==> config.mk <==
export PLATFORM = sky130hd
export DESIGN_NAME = rr_packet_arbiter_4_to_1
export DESIGN_NICKNAME = d
export VERILOG_FILES = /design/src/rtl/rr_packet_arbiter_4_to_1.sv
export SDC_FILE = /design/constraint.sdc
export NUM_CORES = 1
export LEC_CHECK = 0
export BUFFER_PORTS_ARGS = -buffer_cell sky130_fd_sc_hd__buf_2
export CORE_AREA = 4 4 41 43
export DETAILED_ROUTE_END_ITERATION = 12
export DIE_AREA = 0 0 45 47
export GPL_ROUTABILITY_DRIVEN = 0
export PLACE_DENSITY = 0.69
export SYNTH_ARGS = -nofsm -noshare
export SYNTH_HDL_FRONTEND = slang
export SYNTH_HIERARCHICAL = 1
export SYNTH_SLANG_ARGS = --single-unit
==> constraint.sdc <==
create_clock -name clk -period 3.41 [get_ports clk]
set_clock_uncertainty 0.05 [all_clocks]
set_input_delay 0.1705 -clock clk [delete_from_list [all_inputs] [get_ports clk]]
set_output_delay 0.1705 -clock clk [all_outputs]
set_load 0.05 [all_outputs]
==> src/rtl/rr_packet_arbiter_4_to_1.sv <==
// ---------------------------------------------------------------------------
// rr_packet_arbiter_4_to_1
//
// Purpose:
//   Round-robin arbiter that shares one output channel between four
//   valid/ready requesters. A grant is held for a whole packet and is
//   released only when a beat with last=1 is accepted. The granted index
//   drives the select of a 4:1 data mux feeding a single-entry registered
//   output stage.
//
// Ports:
//   clk        in   1   system clock
//   rst        in   1   asynchronous reset, active-high
//   in_valid   in   4   per-requester beat valid (bit i = requester i)
//   in_last    in   4   per-requester last-beat-of-packet flag
//   in_data_a  in   W   requester 0 data
//   in_data_b  in   W   requester 1 data
//   in_data_c  in   W   requester 2 data
//   in_data_d  in   W   requester 3 data
//   in_ready   out  4   per-requester ready, one-hot or zero
//   out_valid  out  1   output register holds a beat
//   out_last   out  1   last flag of the held beat
//   out_data   out  W   held beat data
//   out_ready  in   1   downstream accepts the held beat
//   grant_sel  out  2   current grant index (mux select)
//   busy       out  1   high while a packet grant is locked
// ---------------------------------------------------------------------------

// 4:1 data selector used for the requester datapath.
module mux_4_to_1 #(
    parameter int W = 1
) (
    input  logic [1:0]   sel,
    input  logic [W-1:0] d0,
    input  logic [W-1:0] d1,
    input  logic [W-1:0] d2,
    input  logic [W-1:0] d3,
    output logic [W-1:0] y
);
    always_comb begin
        y = d0;
        case (sel)
            2'd0:    y = d0;
            2'd1:    y = d1;
            2'd2:    y = d2;
            default: y = d3;
        endcase
    end
endmodule

module rr_packet_arbiter_4_to_1 #(
    parameter int  INPUT_BIT_LENGTH = 1,
    // Widths below 1 collapse to a single data bit.
    localparam int W = (INPUT_BIT_LENGTH < 1) ? 1 : INPUT_BIT_LENGTH
) (
    input  logic         clk,
    input  logic         rst,
    input  logic [3:0]   in_valid,
    input  logic [3:0]   in_last,
    input  logic [W-1:0] in_data_a,
    input  logic [W-1:0] in_data_b,
    input  logic [W-1:0] in_data_c,
    input  logic [W-1:0] in_data_d,
    output logic [3:0]   in_ready,
    output logic         out_valid,
    output logic         out_last,
    output logic [W-1:0] out_data,
    input  logic         out_ready,
    output logic [1:0]   grant_sel,
    output logic         busy
);

    typedef enum logic {
        S_IDLE   = 1'b0,
        S_LOCKED = 1'b1
    } state_t;

    state_t         r_state;
    logic [1:0]     r_ptr;
    logic [1:0]     r_grant_sel;
    logic           r_out_valid;
    logic           r_out_last;
    logic [W-1:0]   r_out_data;

    logic [1:0]     w_cand [4];
    logic [3:0]     w_hit;
    logic [1:0]     w_winner;
    logic [3:0]     w_grant_onehot;
    logic           w_space;
    logic           w_sel_valid;
    logic           w_sel_last;
    logic           w_xfer;
    logic [W-1:0]   w_mux_data;

    // Candidate k is the requester k+1 places after the last finisher, so
    // candidate 3 wraps back onto the last finisher itself (lowest priority).
    genvar gi;
    generate
        for (gi = 0; gi < 4; gi++) begin : g_rr
            assign w_cand[gi]         = r_ptr + 2'(gi + 1);
            assign w_hit[gi]          = in_valid[w_cand[gi]];
            assign w_grant_onehot[gi] = (r_grant_sel == 2'(gi));
        end
    endgenerate

    // Lowest-numbered candidate with a valid request wins.
    always_comb begin
        w_winner = w_cand[3];
        for (int k = 3; k >= 0; k--) begin
            if (w_hit[k]) begin
                w_winner = w_cand[k];
            end
        end
    end

    mux_4_to_1 #(.W(W)) u_mux (
        .sel (r_grant_sel),
        .d0  (in_data_a),
        .d1  (in_data_b),
        .d2  (in_data_c),
        .d3  (in_data_d),
        .y   (w_mux_data)
    );

    // The output slot can take a beat when empty or being drained this
    // cycle; this keeps out_ready -> in_ready combinational while in_valid
    // never reaches in_ready.
    assign w_space     = !r_out_valid || out_ready;
    assign w_sel_valid = in_valid[r_grant_sel];
    assign w_sel_last  = in_last[r_grant_sel];
    assign w_xfer      = (r_state == S_LOCKED) && w_space && w_sel_valid;

    assign in_ready  = ((r_state == S_LOCKED) && w_space) ? w_grant_onehot : 4'b0000;
    assign out_valid = r_out_valid;
    assign out_last  = r_out_last;
    assign out_data  = r_out_data;
    assign grant_sel = r_grant_sel;
    assign busy      = (r_state == S_LOCKED);

    always_ff @(posedge clk or posedge rst) begin
        if (rst) begin
            r_state     <= S_IDLE;
            r_ptr       <= 2'd3;
            r_grant_sel <= 2'd0;
            r_out_valid <= 1'b0;
            r_out_last  <= 1'b0;
            r_out_data  <= '0;
        end else begin
            case (r_state)
                S_IDLE: begin
                    if (|in_valid) begin
                        r_grant_sel <= w_winner;
                        r_state     <= S_LOCKED;
                    end
                end
                S_LOCKED: begin
                    // Grant releases only on an accepted last beat.
                    if (w_xfer && w_sel_last) begin
                        r_ptr   <= r_grant_sel;
                        r_state <= S_IDLE;
                    end
                end
                default: r_state <= S_IDLE;
            endcase

            if (w_xfer) begin
                r_out_valid <= 1'b1;
                r_out_data  <= w_mux_data;
                r_out_last  <= w_sel_last;
            end else if (r_out_valid && out_ready) begin
                r_out_valid <= 1'b0;
            end
        end
    end

endmodule

### After elaboration in Yosys (flattened, before gate mapping)

Index checks and enable logic that the tools add are counted.

| cells by class | value |
|---|---|
| add/sub/neg operators | 3 |
| $lt $le $gt $ge | 4 |
| equal/unequal tests | 3 |
| muxes and demuxes | 20 |
| bitwise operators | 1 |
| reduce and logical (&&, ||, !) cells | 11 |

Operator list:

| cell | count |
|---|---|
| $lt 2x3->1 const B | 4 |
| $bmux 1 s2 | 5 |
| $mux 1 | 9 |
| $mux 2 | 3 |
| $add 2x2->2 const B | 2 |
| $eq 2x2->1 const B | 2 |
| $logic_and 1x1->1 | 4 |
| $mux 4 | 1 |
| $reduce_and 2->1 | 2 |
| $reduce_or 4->1 | 1 |
| $pmux 1 s3 | 1 |
| $add 2x1->2 const B | 1 |
| $eq 2x1->1 const B | 1 |
| $logic_not 2->1 | 1 |
| $pmux 1 s2 | 1 |
| $reduce_bool 2->1 | 1 |
| $logic_not 1->1 | 1 |
| $logic_or 1x1->1 | 1 |
| $not 1->1 | 1 |

| storage, ports and cells | value |
|---|---|
| flip-flop bits (word level) | 8 |
| input port bits | 15 |
| output and inout port bits | 10 |
| word-level logic and storage cells | 48 |

### Longest topological paths before layout

Gate-level depths: netlist (run 1).

| logic depth | value |
|---|---|
| word-level depth | 7 |
| gate-level depth with buffers | 4 |
| gate-level depth less buffers | 3 |

### Modules after synthesis

The synthesis (run 1) kept the hierarchy.

By module, submodules not included:

| module | times used | cells each | area each (um2) | seq. area each (um2) |
|---|---|---|---|---|
| rr_packet_arbiter_4_to_1 | 1 | 48 | 491.7 | 202.7 |
| mux_4_to_1 | 1 | 1 | 22.5 | 0.0 |

### Least setup slack after synthesis (run 1)

OpenSTA, ideal clock, no wires.

| timing | value |
|---|---|
| path type | register -> output |
| start point | reg r_grant_sel[1], in the netlist grant_sel[1] |
| end point | out in_ready[2] |
| arrival | 1.962 ns |
| required time | 3.189 ns |
| path slack | 1.227 ns |
| cell stages (with the launch flop) | 3 |
| buffers on the path | 0 |
| cell sequence | dfrtp_1 inv_1 nor3_1 |

| between the ends | value |
|---|---|
| cells in the longest elaborated chain, start to end | 2 |

Ends and longest elaborated chain:

| what | RTL line | RTL |
|---|---|---|
| start: declaration | 80 | `logic [1:0] r_grant_sel;` |
| start signal: assignment | 152 | `r_grant_sel <= w_winner;` |
| $eq 2x2->1 | 102 | `assign w_grant_onehot[gi] = (r_grant_sel == 2'(gi));` |
| $mux 4 | 133 | `assign in_ready = ((r_state == S_LOCKED) && w_space) ? w_grant_onehot : 4'b0000;` |
| end: declaration | 64 | `output logic [3:0] in_ready,` |

Every way passes these cells.

### Worst setup path after layout (run 1)

| timing | value |
|---|---|
| start point | reg r_grant_sel[1], in the netlist grant_sel[1] |
| end point | reg r_out_data, in the netlist out_data |

| between the ends | value |
|---|---|
| cells in the longest elaborated chain, start to end | 3 |
| elaborated cells on any way between the ends | 7 |
| those cells by class | eq/ne (2); mux (3); reduce/logical (2) |

Ends and longest elaborated chain:

| what | RTL line | RTL |
|---|---|---|
| $bmux 1 s2 | 129 | `assign w_sel_valid = in_valid[r_grant_sel];` |
| $mux 1 (implied by the code) | 129 |  |
| $logic_and 1x1->1 | 131 | `assign w_xfer = (r_state == S_LOCKED) && w_space && w_sel_valid;` |
| end signal: assignment | 168 | `r_out_data <= w_mux_data;` |
| end: declaration | 83 | `logic [W-1:0] r_out_data;` |

Several ways; a longest one is shown, not always the timed one. The select of a mux whose other input is x is not followed.
A chain may end at the register's enable or synchronous reset.

==> impl_metrics.csv, run 1 <==
group,metric,value,unit
routing,drt_iter0_drc,5,
cells_and_area,antenna-diode-count,0,
grt,antenna_found_initial,0,
floorplan,die_y,47,um
sta,setup_viol,0,
grt,maximum_number_of_pins_on_one_net_before_global_route_repair,10,
sta,post-route-period-util,50.6,%
setup_path,critPathSlowestCell,"sky130_fd_sc_hd__mux4_2",
routing,dr_total_vias,494,
routing,detailedRoute.firstPassIterationCount,4,
synth,synth_fa_ha_area_share,0,%
synth,netlist_instances,49,
synth,yosysWarningCount,6,
routing,routed_wirelength,1240,um
cells_and_area,final_layout_size_suffix_gt1_share,46.7,%
synth,syn_avg_cell_area,10.5,um2
setup_path,crit_required,3.50,ns
setup_path,worst-setup-path-type,"reg2reg",
synth,synth_top_family_by_area,"simple AND/OR/NAND/NOR gates",
run,max-cap-violations,0,
floorplan,initial_core_util,39.5,%
routing,viasPerCell,5.49,
setup_path,crit_fanout,9,
grt,grtUsageTotal,14.1,%
cts,clock_insertion_delay_worst_skew,0.26,ns
synth,seq_area_frac_synth,39.4,%
sta,hold_slack,0.238,ns
routing,route.detailed.drc,0,
floorplan,core_region_area,1300,um2
routing,drt-wirelength-per-cell,13.8,um
sta,finalMaxSlewViolations,0,
cells_and_area,final_cell_mix,"24 x sky130_fd_sc_hd__buf_2, 6 x sky130_fd_sc_hd__dfrtp_1, 4 x sky130_fd_sc_hd__nand2_1, 4 x sky130_fd_sc_hd__nor3_1",
sta,timing.slew.headroom,72.0,%
synth,mux_share_of_post_synthesis_cell_area,21.7,%
placed_design,port_buffers,24,
power_and_ir_drop,pwr_density_cell,1130,nW/um2
cells_and_area,finalNetCount,92,
synth,synth_area,514,um2
cts,cts.sinks,8,
power_and_ir_drop,power.leakage,0.336,nW
synth,synth_simple_gate_area_share,22.9,%
synth,synth-compound-area-share,12.2,%
floorplan,die_w,45,um
grt,globalRoute.totalOverflow,0,
hold_path,holdCritPathClass,"in2reg",
setup_path,critPathCaptureType,"register",
sta,rsz0062_at_grt,"no",
setup_path,worstPathCellList,"mux4_2, nand3_1, mux2_1",
setup_path,critPathMaxStageDelay,0.57,ns
cts,cts.path.max_buffers,2,
placed_design,place.detailed.hpwl,973,um
cts,worst_setup_hold_path_clk_slew,0.05,ns
sta,timing_worst_slew_pin_value,0.416,ns
sta,post-route-min-period,1.73,ns
grt,global_route_wire_length_before_repair,1990,um
grt,grt_pass1_vias,466,
cts,tritoncts.num_buffers,3,
setup_path,timing.critical_path.arrival,1.81,ns
cells_and_area,syn_to_final_growth,31.6,%
routing,drtAntennaViolNets,0,
floorplan,num_io_pins,25,
sta,fin_tns_setup,0,ns
setup_path,timing.critical_path.from_type,"register",
power_and_ir_drop,vdd.ir_drop.worst,0.548,mV
synth,synth_nets,64,
synth,post_synth_xor_area_fraction,0,%
cells_and_area,layout.cells.most_common,"sky130_fd_sc_hd__buf_2",
cts,clockRootBuffer,"sky130_fd_sc_hd__clkbuf_4",
synth,post_synthesis_cell_type_count,26,
sta,timing.final.hold_violations,0,
cts,h_tree_lvls,1,
floorplan,fp-row-count,13,
floorplan,total_die_area,2120,um2
sta,clock.fmax,579,MHz
cts,tritoncts,"yes",
synth,synth.ff_latch_count,8,
cts,cts_resized,0,
outcome,outcome,"complete, no violations",
cts,total_setup_buffers_inserted_after_cts,0,
metrics by stage:
step / util, % / setup WS [ns] / power [W] / cells / cell area (um2)
floorplan: - / 1.23 / 0.000594 / 49 / 514
global placement: 49.5 / 1.69 / 0.000688 / 86 / 644
detailed placement: 49.5 / 1.67 / 0.000698 / 86 / 644
CTS: 52.0 / 1.66 / 0.000773 / 90 / 677
global route: 52.0 / 1.57 / 0.000815 / 90 / 677
finish: 52.0 / 1.68 / 0.000764 / 90 / 677
cells by family (layout without fill, tap and decap cells):
group | after synthesis | count (layout)
DFF | 8 | 8
muxes | 7 | 7
buffers and inverters | 5 | 31
and+or+nand+nor | 21 | 21
AOI/OAI and AO/OA | 8 | 8
where the power goes:
group | switching, W | leakage, nW | internal (W)
sequential | 0.0000698 | 0.0899 | 0.000153
clock | 0.0000340 | 0.0138 | 0.0000404
combinational | 0.000311 | 0.232 | 0.000157
registers in the layout, indices dropped and copies added, names as in the netlist:
signal and flops:
busy 1, out_last 1, grant_sel 2, out_data 1, r_ptr 2, out_valid 1
synth_stat cells, drive strengths merged:
cell	n	area share, %
nor2	3	2.2
and3b	1	1.7
a21o	1	1.5
a21oi	2	1.9
nor4	1	1.2
inv	3	2.2
dfrtp	6	29
mux2i	1	1.9
clkbuf	2	1.7
nor3b	1	1.5
nand2b	2	2.4
o21ai	1	0.97
o31ai	1	1.5
nor2b	1	1.2
mux4	3	13
nor3	4	3.9
mux2	3	6.6
a21bo	1	1.9
nand3	2	1.9
dfstp	2	10
a21boi	1	2.2
nand2	4	2.9
or4	1	1.5
o41a	1	2.2
nand4	1	2.4
area by class of cell:
| type | count | area (um2) |
|---|---|---|
| multi-input combinational | 36 | 292 |
| fill | 132 | 624 |
| sequential | 8 | 203 |
| inverter | 3 | 11.3 |
| tap | 15 | 18.8 |
| timing repair buffer | 25 | 130 |
| clock buffer | 3 | 22.5 |
critical path, delay by kind of cell, from the launching register on:
family           cells  cell delay, ns
DFF                  1            0.51
and+or+nand+nor      1            0.14
muxes                2            0.90
repair_timing:
| item | CTS | global route |
|---|---|---|
| endpoints found under the setup margin | 0 | 0 |
| hold buffers | 1 | 0 |
| hold endpoints to repair | 6 | 0 |
worst paths after layout:
check | from | to | slack, ns | depth (start not counted)
worst min register to register | out_last | out_last | 0.43 | 1
worst min-delay path | in_valid[2] | busy | 0.24 | 3
worst max-delay path | grant_sel[1] | out_data | 1.68 | 3
worst max register to register | grant_sel[1] | out_data | 1.68 | 3
min in group asynchronous | rst | out_last | 0.36 | 3
max in group asynchronous | rst | r_ptr[0] | 2.67 | 3
layer usage:
metal	share of wire, %	track usage (%)	vias up
li1	-	-	237
met1	37	13.5	229
met2	50	24.6	24
met3	9.6	4.21	4
met4	3.4	12.3	0
met5	0	0	-
Note: power is estimated with default switching activity, not from simulation.
==> run 2: changes to the inputs <==
--- a/config.mk
+++ b/config.mk
@@ -5,10 +5,11 @@
 export SDC_FILE = /design/constraint.sdc
 export NUM_CORES = 1
 export LEC_CHECK = 0
+export ABC_AREA = 1
 export BUFFER_PORTS_ARGS = -buffer_cell sky130_fd_sc_hd__buf_2
-export CORE_AREA = 4 4 41 43
+export CORE_AREA = 4 4 45 47
 export DETAILED_ROUTE_END_ITERATION = 12
-export DIE_AREA = 0 0 45 47
+export DIE_AREA = 0 0 49 51
 export GPL_ROUTABILITY_DRIVEN = 0
 export PLACE_DENSITY = 0.69
 export SYNTH_ARGS = -nofsm -noshare
==> constraint.sdc (replaced) <==
create_clock -name clk -period 1.41 [get_ports clk]
set_clock_uncertainty 0.05 [all_clocks]
set_input_delay 0.0705 -clock clk [delete_from_list [all_inputs] [get_ports clk]]
set_output_delay 0.0705 -clock clk [all_outputs]
set_load 0.05 [all_outputs]
==> impl_metrics.csv, run 2 <==
group,metric,value,unit
outcome,outcome,"complete, but fails checks",
outcome,violations,"negative setup slack",
setup_path,worst-r2r-setup-slack,-0.04,ns
setup_path,buffer_and_inverter_count_on_the_worst_path,1,
sta,setup_viol,2,
grt,global_route_wire_length_before_repair,3000,um
setup_path,critPathTopFamily,"flip-flops",
cells_and_area,layout.filler_cells,143,
synth,synth_enable_flop_cells,0,
synth,netlist_instances,109,
power_and_ir_drop,pwr_density_cell,2750,nW/um2
setup_path,worstPathCellList,"buf_6, nand2_4, nand2_4, nand2_2, nand2_2, nand2_2, nand2_1, nand2_1, nand3_1, nand2_1",
sta,clock.fmax,692,MHz
routing,drt-wirelength-per-cell,11.5,um
routing,route.detailed.drc,0,
sta,timing_worst_slew_pin_value,0.426,ns
synth,post_synthesis_cell_type_count,19,
grt,grtUsageTotal,15.2,%
setup_path,crit-reg2reg-capture,"grant_sel[0]",
setup_path,timing.critical_path.from_type,"register",
sta,worst_slack,-0.0360,ns
sta,timing.final.hold_violations,0,
hold_path,holdCritPathClass,"in2reg",
hold_path,worstHoldEndpoint,"out_data",
cells_and_area,layout.cells.most_common,"sky130_fd_sc_hd__nand2_1",
setup_path,critPathCaptureType,"register",
grt,globalRoute.totalOverflow,0,
synth,seq_area_frac_synth,31.3,%
setup_path,timing.critical_path.arrival,1.55,ns
setup_path,critPathMaxStageDelay,0.63,ns
grt,grt_pass1_vias,742,
floorplan,core_region_area,1650,um2
placed_design,place.detailed.hpwl,1310,um
cts,clockRootBuffer,"sky130_fd_sc_hd__clkbuf_4",
synth,top_post_synthesis_cells_by_area,"sky130_fd_sc_hd__nand2_1 25%, sky130_fd_sc_hd__dfrtp_1 23%, sky130_fd_sc_hd__dfstp_2 8.1%",
setup_path,critPathSlowestCell,"sky130_fd_sc_hd__dfstp_2",
placed_design,port_buffers,24,
power_and_ir_drop,vdd.ir_drop.worst,1.73,mV
routing,dr_total_vias,794,
grt,antenna_found_initial,0,
sta,fin_tns_setup,-0.0386,ns
hold_path,hold_path_startpoint,"in_valid[0]",
power_and_ir_drop,totalPowerFinal,0.00295,W
cts,cts.sinks,8,
power_and_ir_drop,power.leakage,0.577,nW
synth,synth_nets,124,
setup_path,crit_required,1.51,ns
floorplan,die_w,49,um
synth,syn_avg_cell_area,5.95,um2
cts,cts.path.max_buffers,2,
synth,synth.ff_latch_count,8,
routing,drt_iter0_drc,8,
floorplan,initial_core_util,39.2,%
floorplan,total_die_area,2500,um2
cts,worst_setup_hold_path_clk_slew,0.06,ns
routing,detailedRoute.firstPassIterationCount,2,
setup_path,crit_fanout,7,
grt,maximum_number_of_pins_on_one_net_before_global_route_repair,9,
cells_and_area,finalNetCount,164,
sta,post-route-min-period,1.45,ns
cts,h_tree_lvls,1,
synth,ys_dominant_reg_cell,"sky130_fd_sc_hd__dfrtp_1",
cells_and_area,antenna-diode-count,0,
cts,tritoncts,"yes",
sta,post-route-period-util,103,%
hold_path,number_of_stages_on_the_worst_hold_path,5,
synth,yosysWarningCount,6,
synth,yosysMostFrequentCell,"sky130_fd_sc_hd__nand2_1",
cells_and_area,syn_to_final_growth,65.6,%
floorplan,die_y,51,um
sta,finalMaxSlewViolations,0,
cells_and_area,final_layout_size_suffix_gt1_share,54.1,%
synth,synthTopCellsByCount,"44 x sky130_fd_sc_hd__nand2_1, 13 x sky130_fd_sc_hd__inv_1, 10 x sky130_fd_sc_hd__nand3_1",
cells_and_area,final_cell_mix,"30 x sky130_fd_sc_hd__nand2_1, 20 x sky130_fd_sc_hd__buf_2, 12 x sky130_fd_sc_hd__nand2_2",
placed_design,place.detailed.instances,153,
run,max-cap-violations,0,
routing,viasPerCell,4.81,
floorplan,num_io_pins,25,
sta,rsz0062_at_grt,"yes",
synth,asyncSetResetFlopFracSynth,100,%
cts,tritoncts.num_buffers,3,
synth,synth_area,648,um2
routing,routed_wirelength,1900,um
cells_and_area,layoutNonFillerInstCount,165,
sta,timing.slew.headroom,71.2,%
setup_path,number_of_cells_traversed_by_the_worst_register_to_register_path,10,
routing,drtAntennaViolNets,0,
synth,netlist.top_cell.by_area,"sky130_fd_sc_hd__nand2_1",
cts,clock_insertion_delay_worst_skew,0.26,ns
floorplan,fp-row-count,15,
setup_path,worstReg2RegStart,"r_ptr[0]",
synth,synthDominantCellAreaShare,25.5,%
setup_path,worst-setup-path-type,"reg2reg",
==> run 2: kinds of logic after synthesis <==
kind of cell           after synthesis  synth area share [%]
AOI/OAI and AO/OA                   10                  9.46
buffers and inverters               22                  13.9
DFF                                  8                  31.3
and+or+nand+nor                     69                  45.4
==> run 2: worst max-delay path by stage <==
stage	depth (start not counted)	slack, ns	startpoint	end
finish	10	-0.04	r_ptr[0]	grant_sel[0]
global route	9	-0.12	r_ptr[0]	grant_sel[0]
CTS	10	0.006	r_ptr[0]	grant_sel[0]
floorplan	3	-0.008	grant_sel[0]	in_ready[3]
detailed placement	9	-0.04	r_ptr[0]	grant_sel[0]
global placement	9	-0.0003	r_ptr[0]	grant_sel[0]
==> run 2: layout make-up <==
type,instances,area [um2],area share [%]
clock buffer,4,26.3,2.45
timing repair buffer,37,260,24.2
inverter,20,82.6,7.69
multi-input combinational,79,475,44.3
sequential,8,208,19.3
tap,17,21.3,1.98
==> run 2: repair_timing <==
item | 4_1_cts | 5_1_grt
gates resized for setup | 3 | 31
hold buffers | 2 | 0
endpoints found under the setup margin | 5 | 9
setup buffers | 5 | 1
pin swaps | 0 | 18
endpoints found under the hold margin | 9 | 0
==> run 2: worst register-to-register path, stage by stage, from the launching register on <==
cell and delay (ns):
sky130_fd_sc_hd__dfstp_2 0.63, sky130_fd_sc_hd__buf_6 0.15, sky130_fd_sc_hd__nand2_4 0.05, sky130_fd_sc_hd__nand2_4 0.06
sky130_fd_sc_hd__nand2_2 0.06, sky130_fd_sc_hd__nand2_2 0.08, sky130_fd_sc_hd__nand2_2 0.05, sky130_fd_sc_hd__nand2_1 0.06
sky130_fd_sc_hd__nand2_1 0.04, sky130_fd_sc_hd__nand3_1 0.06, sky130_fd_sc_hd__nand2_1 0.06
==> run 2: routing by layer <==
metal	vias up	wire, um	GRT usage, %
met5	-	0	0
met4	0	17	4.04
met3	2	95	3.79
met2	19	954	27.6
met1	355	833	17.5
li1	418	-	-
==> run 2: per-stage QoR <==
step / instance area [um2] / utilization, % / setup WS (ns) / hold WS, ns
CTS: 971 / 58.8 / 0.00620 / 0.215
global placement: 870 / 52.7 / -0.000282 / -0.0201
finish: 1070 / 65.0 / -0.0360 / 0.218
detailed placement: 870 / 52.7 / -0.0449 / -0.0173
floorplan: 709 / - / -0.00807 / -0.166
global route: 1070 / 65.0 / -0.118 / 0.265
==> run 2: power breakdown <==
part / internal (W) / switching [W] / total (W)
combinational: 0.000811 / 0.00141 / 0.00222
sequential: 0.000375 / 0.000162 / 0.000537
clock: 0.000109 / 0.0000864 / 0.000195
total: 0.00129 / 0.00166 / 0.00295
